### src/rtl/l2_icache_resp.sv
// -----------------------------------------------------------------------------
// l2_icache_resp
//
// L2 responder for instruction-cache fill requests. A READ request is latched
// in IDLE. The two-way L2 tag/data arrays are read with a registered read, so
// the lookup is evaluated one cycle later. A hit returns the way's block
// straight to the icache. A miss picks a victim way, fetches the block from
// memory, then writes it into the victim way and forwards it to the icache in
// the same cycle. Every transaction ends with a one-cycle `complete` pulse.
// No victim writeback is done, because instruction lines are never dirty.
//
// Ports
//   clk, rst            clock, asynchronous active-high reset
//   irq, l2_addr,       icache request; irq held until complete;
//   l2_cache_rw         only READ (0) is serviced
//   l2_busy             responder is inside a transaction
//   l2_rdy              1-cycle pulse: L2 hit data on data_wd_l2
//   mem_wr_ic_en        1-cycle pulse: memory fill data on data_wd_l2
//   data_wd_l2          block to the icache; 0 when neither pulse is active
//   complete            1-cycle end-of-transaction pulse
//   l2_index            array index: live l2_addr in IDLE, latched otherwise
//   l2_tag{0,1}_rd      way tags {valid, tag[18:0]}, registered read
//   l2_data{0,1}_rd     way data, registered read
//   l2_lru              0 = replace way 0, 1 = replace way 1
//   l2_block{0,1}_we    way tag+data write enables (never both)
//   l2_tag_wd           {1'b1, latched addr[27:9]}
//   l2_data_wd          equals mem_rd
//   lru_we, lru_wd      LRU update; new value points at the way not used
//   mem_req, mem_addr   memory block read request, held until mem_rdy
//   mem_rdy, mem_rd     memory data valid / data
// -----------------------------------------------------------------------------
module l2_icache_resp (
  input  logic         clk,
  input  logic         rst,
  input  logic         irq,
  input  logic [27:0]  l2_addr,
  input  logic         l2_cache_rw,
  output logic         l2_busy,
  output logic         l2_rdy,
  output logic         mem_wr_ic_en,
  output logic [127:0] data_wd_l2,
  output logic         complete,
  output logic [8:0]   l2_index,
  input  logic [19:0]  l2_tag0_rd,
  input  logic [19:0]  l2_tag1_rd,
  input  logic [127:0] l2_data0_rd,
  input  logic [127:0] l2_data1_rd,
  input  logic         l2_lru,
  output logic         l2_block0_we,
  output logic         l2_block1_we,
  output logic [19:0]  l2_tag_wd,
  output logic [127:0] l2_data_wd,
  output logic         lru_we,
  output logic         lru_wd,
  output logic         mem_req,
  output logic [27:0]  mem_addr,
  input  logic         mem_rdy,
  input  logic [127:0] mem_rd
);

  localparam logic READ = 1'b0;

  localparam logic [1:0] IDLE     = 2'd0;
  localparam logic [1:0] LOOKUP   = 2'd1;
  localparam logic [1:0] WAIT_MEM = 2'd2;
  localparam logic [1:0] DONE     = 2'd3;

  logic [1:0]  state;
  logic [1:0]  state_nxt;
  logic [27:0] addr_q;
  logic        victim_q;

  logic accept;
  logic hit0;
  logic hit1;
  logic lookup_hit;
  logic lookup_miss;
  logic hit_way;
  logic victim_nxt;
  logic fill;

  assign accept = (state == IDLE) && irq && (l2_cache_rw == READ);

  assign hit0 = l2_tag0_rd[19] && (l2_tag0_rd[18:0] == addr_q[27:9]);
  assign hit1 = l2_tag1_rd[19] && (l2_tag1_rd[18:0] == addr_q[27:9]);

  assign lookup_hit  = (state == LOOKUP) && (hit0 || hit1);
  assign lookup_miss = (state == LOOKUP) && !(hit0 || hit1);
  // Way 0 wins when both ways match.
  assign hit_way     = !hit0;

  // Fill an invalid way first, so LRU only decides when both ways hold lines.
  assign victim_nxt = !l2_tag0_rd[19] ? 1'b0 :
                      !l2_tag1_rd[19] ? 1'b1 : l2_lru;

  assign fill = (state == WAIT_MEM) && mem_rdy;

  // NOTE: next-state logic is combinational. Assigning the default first
  // means every path writes state_nxt, so no latch is inferred.
  always_comb begin
    state_nxt = state;
    case (state)
      IDLE:     if (accept) state_nxt = LOOKUP;
      LOOKUP:   state_nxt = lookup_hit ? DONE : WAIT_MEM;
      WAIT_MEM: if (mem_rdy) state_nxt = DONE;
      DONE:     state_nxt = IDLE;
      default:  state_nxt = IDLE;
    endcase
  end

  // NOTE: state registers use non-blocking assignments. All of them then
  // update together at the edge, whatever order the statements are in.
  always_ff @(posedge clk or posedge rst) begin
    if (rst) begin
      state    <= IDLE;
      addr_q   <= '0;
      victim_q <= 1'b0;
    end else begin
      state <= state_nxt;
      if (accept)      addr_q   <= l2_addr;
      if (lookup_miss) victim_q <= victim_nxt;
    end
  end

  assign l2_busy  = (state != IDLE);
  // In IDLE the live address drives the array, so the registered tag/data
  // read is ready for the LOOKUP cycle that follows.
  assign l2_index = (state == IDLE) ? l2_addr[8:0] : addr_q[8:0];

  assign l2_rdy       = lookup_hit;
  assign mem_wr_ic_en = fill;
  assign complete     = (state == DONE);

  assign data_wd_l2 = lookup_hit ? (hit_way ? l2_data1_rd : l2_data0_rd) :
                      fill       ? mem_rd : '0;

  assign l2_block0_we = fill && !victim_q;
  assign l2_block1_we = fill &&  victim_q;
  assign l2_tag_wd    = {1'b1, addr_q[27:9]};
  assign l2_data_wd   = mem_rd;

  assign lru_we = lookup_hit || fill;
  assign lru_wd = lookup_hit ? !hit_way : !victim_q;

  assign mem_req  = (state == WAIT_MEM);
  assign mem_addr = addr_q;

endmodule

### config.mk
export PLATFORM = sky130hd
export DESIGN_NAME = l2_icache_resp
export DESIGN_NICKNAME = d
export VERILOG_FILES = /design/src/rtl/l2_icache_resp.sv
export SDC_FILE = /design/constraint.sdc
export NUM_CORES = 1
export LEC_CHECK = 0
export ABC_AREA = 1
export CORE_AREA = 3 3 307 309
export DETAILED_ROUTE_END_ITERATION = 8
export DIE_AREA = 0 0 310 312
export PLACE_DENSITY = 0.34
export RECOVER_POWER = 100
export SLEW_MARGIN = 20
export SYNTH_ARGS = -nofsm -noshare
export SYNTH_HDL_FRONTEND = slang
export SYNTH_SLANG_ARGS = --single-unit
### constraint.sdc
create_clock -name clk -period 5.3 [get_ports clk]
set_clock_uncertainty 0.2 [all_clocks]
set_input_delay 1.06 -clock clk [delete_from_list [all_inputs] [get_ports clk]]
set_output_delay 1.06 -clock clk [all_outputs]
set_load 0.005 [all_outputs]
; Word level (Yosys, flattened, before mapping)
; Index checks and enable logic that the tools add are counted.
[totals]
regBits = 31
in_bits = 458
out_inout_bits = 322
word_cells = 38
[classes]
eq_ne = 7
n_mux = 11
bitwise = 1
reduce_logical = 16
[ops]
columns = op, count
row1 = $mux 128, 3
row2 = $eq 19x19->1, 2
row3 = $logic_and 1x1->1, 9
row4 = $mux 9, 1
row5 = $pmux 2 s4, 1
row6 = $eq 2x2->1 const B, 2
row7 = $mux 1, 4
row8 = $mux 2, 2
row9 = $eq 2x1->1 const B, 1
row10 = $logic_not 1->1, 2
row11 = $logic_not 2->1, 1
row12 = $logic_or 1x1->1, 2
row13 = $ne 2x1->1 const B, 1
row14 = $ne 2x2->1 const B, 1
row15 = $reduce_and 2->1, 1
row16 = $reduce_bool 2->1, 1
row17 = $not 1->1, 1

; Depth between registers and ports, before layout
; Gate-level depths: netlist (run 1).
[logic_depth]
depth_word = 6
depth_mapped = 14
ltp_nobuf = 12

; Worst setup path before layout (run 1)
; OpenSTA, ideal clock, no wires.
[synth_path]
path_type = input-to-output
startpoint = in l2_tag0_rd[18]
endpoint = out data_wd_l2[107]
arrival_time_ns = 2.166
required_time_ns = 4.040
slack_ns = 1.874
stages = 9
path_buffers = 2
path_cell_list = xnor2_1 nand3b_1 nor2_1 nand3_2 a21oi_2 buf_4 buf_4 nand2_1 nand2_1
[synth_via]
elab_chain_cells = 5
elab_cells_between_ends = 6
cone_classes = 1 x eq/ne / 2 x mux / 3 x reduce/logical
[synth_rtl]
columns = item, line
row1 = start: declaration, 44  ; input logic [19:0] l2_tag0_rd,
row2 = $eq 19x19->1 (*), 84  ; assign hit0 = l2_tag0_rd[19] && (l2_tag0_rd[18:0] == addr_q[27:9]);
row3 = $logic_and 1x1->1 (*), 84
row4 = $logic_or 1x1->1, 87  ; assign lookup_hit = (state == LOOKUP) && (hit0 || hit1);
row5 = $logic_and 1x1->1, 87
row6 = $mux 128 (*), 134  ; assign data_wd_l2 = lookup_hit ? (hit_way ? l2_data1_rd : l2_data0_rd) :
row7 = end: declaration, 41  ; output logic [127:0] data_wd_l2,
; Mark *: on every way between the ends. The rest lies on a longest branch, timed or not.

; Final worst setup path (run 1)
[layout_path]
startpoint = in l2_tag1_rd[6]
endpoint = out data_wd_l2[34]
[layout_via]
elab_chain_cells = 5
[layout_rtl]
columns = item, line
row1 = start: declaration, 45  ; input logic [19:0] l2_tag1_rd,
row2 = $eq 19x19->1, 85  ; assign hit1 = l2_tag1_rd[19] && (l2_tag1_rd[18:0] == addr_q[27:9]);
row3 = $logic_and 1x1->1, 85
row4 = $logic_or 1x1->1, 87
row5 = $logic_and 1x1->1, 87
row6 = $mux 128, 134
; No other way between the ends.

==> results_dict.tcl, run 1 <==
set metrics [dict create \
    finish.utilization_pct 17.53 \
    place.gp.congestion 0.8542 \
    synth-seq-cells 31 \
    path_clk_slew_ns 0.05 \
    r2r_slack_ns 2.43 \
    maxSlewHeadroom_pct -41.86 \
    place_ws_ns 0.1123 \
    setup.worst_path.class "in -> out" \
    die_w_um 310 \
    fin_setup_tns_ns 0 \
    h-tree-depth 2 \
    ys_seq_area_share_pct 10.02 \
    stdcell_count 3447 \
    grt_pass1_wl_um 85690 \
    vias 11180 \
    status "finished, violations left" \
    dr.pass1.iters 5 \
    synth.largest_area_cell "nand2_1" \
    fp.dieH_um 312 \
    violations "max-capacitance violations, max-slew violations" \
    cts-root-buf "clkbuf_16" \
    layout.nets 2715 \
    clock_sinks 31 \
    die_area_um2 96720 \
    place_area_um2 15940 \
    portBuffers 778 \
    fin_area_um2 16070 \
    setup_slack_ns 0.2232 \
    layout_commonest_cell "nand2_1" \
    post-route-drc-count 0 \
    grt-ovfl-total 0 \
    whs_ns 0.3207 \
    cts_tree "built" \
    period_needed_ns 5.077 \
    postSynthCellCount 1649 \
    antenna_left 0 \
    cp_data_arrival_time_ns 3.82 \
    rsz0062_at_grt "false" \
    max_slew.worst_pin.slew_ns 2.128 \
    synthesis.nets 2111 \
    place_hpwl_um 54200 \
    core-area_um2 91660 \
    dp_cells 3432 \
    wirelength_um 63010 \
    synth_cell_types 19 \
    syn_area_per_cell_um2 4.697 \
    slew_viol_final 73 \
    fin_crit_sh_pct 95.79 \
    required_ns 4.04 \
    fmax_mhz 197.0 \
    insertion_delay_ns 0.30 \
    yosys_warnings 0 \
    wl_per_cell_um 18.28 \
    p_per_area_nw_per_um2 192.5 \
    crit_fanout 28 \
    start_util_pct 8.449 \
    io_pins 780 \
    rows 111 \
    grt_pass1_vias 11420 \
    setup_viol 0 \
    setup.worst_path.start_class "primary input" \
    grt_antenna_before_repair 16 \
    cap_violations 2 \
    total_leakage_power_nw 8.123 \
    syn-cell-area_um2 7745 \
    final_cell_mix "nand2_1, clkdlybuf4s50_1, dlygate4sd3_1" \
    yosysTopAreaCellShare_pct 45.85 \
    grt_max_degree 81 \
    hold_viol 0 \
    end_kind "output pin" \
    routed_via_density 3.244 \
    cts_buffer_depth 2 \
    finalPower_mw 3.092 \
    synth.area.top_cells "nand2_1, buf_4, dfrtp_1" \
    grt.total_usage_pct 12.30 \
    peakVddDrop_uv 167.0 \
    first_iter_violations 471 \
    drive_gt1_share_pct 3.061 \
    hp-class "reg -> reg" \
    syn_to_final_growth_pct 107.4 \
    cts_made_buffers 5 \
]
[registers in the layout, summed over array words and instances (netlist names)]
register  count
state         2
victim_q      1
mem_addr     28
[power by group]
| group | switching (mW) | internal [mW] |
|---|---|---|
| registers | 0.191 | 0.352 |
| clock network | 0.129 | 0.174 |
| logic | 1.06 | 1.18 |
[worst paths after layout]
| kind | startpoint | endpoint | depth (start not counted) |
|---|---|---|---|
| min in group asynchronous | rst | mem_addr[6] | 3 |
| worst min-delay path | mem_addr[5] | mem_addr[5] | 2 |
| max in group asynchronous | rst | state[1] | 3 |
| worst max-delay path | l2_tag1_rd[6] | data_wd_l2[34] | 13 |
| worst max register to register | state[1] | mem_addr[8] | 6 |
| worst min register to register | mem_addr[5] | mem_addr[5] | 2 |
[cell type report]
class                      count  area [um^2]
antenna                        7        17.52
clock inverter                 2        12.51
tap                         1186         1484
timing repair buffer         821         8215
clock buffer                   6        128.9
inverter                     202        760.7
multi-input combinational   1192         4672
sequential                    31        775.7
fill                       10710        75600
[routing by layer]
metal  GRT usage, %  up-vias  share of wire [%]
met4          1.602        2                1.0
met1          14.04     4849                 40
met5              0        -              0.021
met3          3.259       36                7.9
li1               -     5836                  -
met2          23.17      460                 51
[repair_timing]
action | in CTS | in global routing
endpoints found under the setup margin | 0 | 1
buffers inserted | 0 | 0
resized for setup | 0 | 2
hold buffers | 0 | 0
[cells in the mapped netlist, drive strengths merged]
cell type and number:
nand2 946, buf 203, inv 202, nor2 173
o21ai 44, dfrtp 31, clkbuf 21, nand3 12
xnor2 7, ha 4, nand3b 3, a21oi 1
a22oi 1, conb 1
[logic make-up (layout without fill, tap and decap cells)]
family | Yosys count | in the layout | share of synthesized area (%)
DFF | 31 | 31 | 10.02
buffers and inverters | 426 | 1031 | 30.08
adders and majority gates | 4 | 4 | 0.6462
and+or+nand+nor | 1134 | 1134 | 55.36
AOI/OAI and AO/OA | 46 | 46 | 3.053
other | 1 | 8 | 0.04842
xor gates and xnor gates | 7 | 7 | 0.7916
[worst max-delay path: stages]
cell	delay [ns]
clkdlybuf4s50_1	0.52
inv_1	0.05
nand2_1	0.09
nand2_1	0.05
nand3b_1	0.14
nor2_1	0.16
nand3_1	0.25
a21oi_4	0.28
buf_12	0.19
buf_6	0.26
nand2_1	0.08
nand2_1	0.06
dlygate4sd3_1	0.57
No activity file was read; power rests on OpenSTA's default activity.
==> inputs of run 2 (changes only) <==
- CELL_PAD_IN_SITES_DETAIL_PLACEMENT: not set -> 0
- CELL_PAD_IN_SITES_GLOBAL_PLACEMENT: not set -> 2
- CORE_AREA: 3 3 307 309 -> 3 3 305 307
- DIE_AREA: 0 0 310 312 -> 0 0 308 310
- PLACE_DENSITY: 0.34 -> 0.66
==> run 2 against run 1 <==
The flow still finishes with violations (max-capacitance violations, max-slew violations); first-iteration DRC count increased by 6.2%; sequential cell count unchanged; worst setup slack improved by 0.0029 ns; combinational power about the same; largest cell class unchanged.
==> results_dict.tcl, run 2 (synthesis gave the netlist of run 1 again) <==
set metrics [dict create \
    status "finished, violations left" \
    violations "max-capacitance violations, max-slew violations" \
    core-area_um2 90290 \
    wirelength_um 59890 \
    cts_made_buffers 5 \
    layout_commonest_cell "nand2_1" \
    fin_crit_sh_pct 95.73 \
    cap_violations 2 \
    cts_buffer_depth 2 \
    clock_sinks 31 \
    end_kind "output pin" \
    insertion_delay_ns 0.30 \
    total_leakage_power_nw 8.082 \
    peakVddDrop_uv 185.2 \
    hold_viol 0 \
    grt_pass1_wl_um 81880 \
    path_clk_slew_ns 0.06 \
    rsz0062_at_grt "false" \
    p_per_area_nw_per_um2 192.7 \
    cts_resized 0 \
    required_ns 4.04 \
    portBuffers 778 \
    clockPowerShare_pct 11.3 \
    final_cell_mix "nand2_1, clkdlybuf4s50_1, dlygate4sd3_1" \
    layout.nets 2708 \
    combinationalPowerShare_pct 71.9 \
    post-route-drc-count 0 \
    largest_reg_flops 28 \
    grt_antenna_before_repair 17 \
    fp.dieH_um 310 \
    start_util_pct 8.578 \
    ctsHoldBuffers 0 \
    first_iter_violations 500 \
    cp_data_arrival_time_ns 3.81 \
    power_switching_mw 1.337 \
    p_int_mw 1.756 \
    slew_viol_final 74 \
    place.gp.congestion 0.8538 \
    cts-root-buf "clkbuf_16" \
    die_area_um2 95480 \
    post_cts_buffers 0 \
    period_needed_ns 5.074 \
    grt_max_degree 68 \
    maxSlewHeadroom_pct -34.11 \
    dr.pass1.iters 4 \
    fin_setup_tns_ns 0 \
    drive_gt1_share_pct 2.893 \
    crit_fanout 34 \
    h-tree-depth 2 \
    io_pins 780 \
    cts_tree "built" \
    grt-ovfl-total 0 \
    die_w_um 308 \
    vias 11140 \
    rows 110 \
    setup.worst_path.class "in -> out" \
    setup.worst_path.start_class "primary input" \
    fmax_mhz 197.1 \
    grt_pass1_vias 11430 \
    syn_to_final_growth_pct 107.2 \
    antenna_left 0 \
    routed_via_density 3.247 \
    finalPower_mw 3.093 \
    grt.total_usage_pct 11.65 \
    setup_viol 0 \
    wl_per_cell_um 17.45 \
    place_hpwl_um 51080 \
    hp-class "reg -> reg" \
    seqPwrFrac_pct 16.8 \
    max_slew.worst_pin.slew_ns 2.012 \
    p_sw_share_pct 43.22 \
]
## run 2: area by class of cell
type                    count  area, um^2
flip-flops and latches     31       775.7
diodes                      8       20.02
inverters                 202       760.7
clock inverters             3       43.79
clock buffers               5       125.1
well taps                1176        1471
multi-input cells        1192        4669
repair buffers            814        8184
fillers                 10650       74240
## run 2: through the flow
| stage | cells | util [%] | hold WS, ns | setup slack, ns | instance area [um^2] |
|---|---|---|---|---|---|
| CTS | 3423 | 17.80 | 0.3237 | 0.1127 | 16070 |
| floorplan | 1649 | - | 0.2938 | 1.874 | 7745 |
| finish | 3431 | 17.78 | 0.3140 | 0.2261 | 16050 |
| global route | 3426 | 17.76 | 0.3501 | 0.01090 | 16040 |
| detailed placement | 3415 | 17.61 | 0.3057 | 0.1249 | 15900 |
| global placement | 3415 | 17.61 | 0.2960 | 0.1273 | 15900 |
## run 2: final timing paths
path / slack [ns] / from / cells after the start / to
hold / removal: 0.31 / mem_addr[3] / 2 / mem_addr[3]
max in group asynchronous: 2.00 / rst / 3 / state[0]
setup reg to reg: 1.41 / state[1] / 10 / state[0]
setup / recovery: 0.23 / l2_tag1_rd[0] / 14 / data_wd_l2[24]
hold reg to reg: 0.31 / mem_addr[3] / 2 / mem_addr[3]
min in group asynchronous: 1.73 / rst / 3 / mem_addr[7]
## run 2: power groups by stage
stage / combinational, mW / sequential, mW / clock, mW
floorplan: 0.983 / 0.483 / 0
global placement: 2.42 / 0.537 / 0
detailed placement: 2.39 / 0.537 / 0
CTS: 2.41 / 0.536 / 0.364
global route: 2.47 / 0.549 / 0.374
finish: 2.22 / 0.520 / 0.350
## run 2: worst max-delay path, cell delays in order
cell and delay [ns]:
clkdlybuf4s50_1 0.52, inv_1 0.05, nand2_1 0.07, nand3_1 0.09
nor2_1 0.09, nand2_1 0.06, nor2_1 0.14, nand3_1 0.23
a21oi_4 0.26, buf_12 0.22, buf_4 0.22, nand2_1 0.06
nand2_1 0.06, dlygate4sd3_1 0.59
## run 2: per-layer routing
layer | vias to the layer above | part of all wire [%] | global-route usage (%)
met3 | 41 | 7.1 | 2.607
met1 | 4793 | 42 | 14.21
li1 | 5822 | - | -
met2 | 484 | 50 | 21.33
met4 | 0 | 1.1 | 1.555
met5 | - | 0 | 0
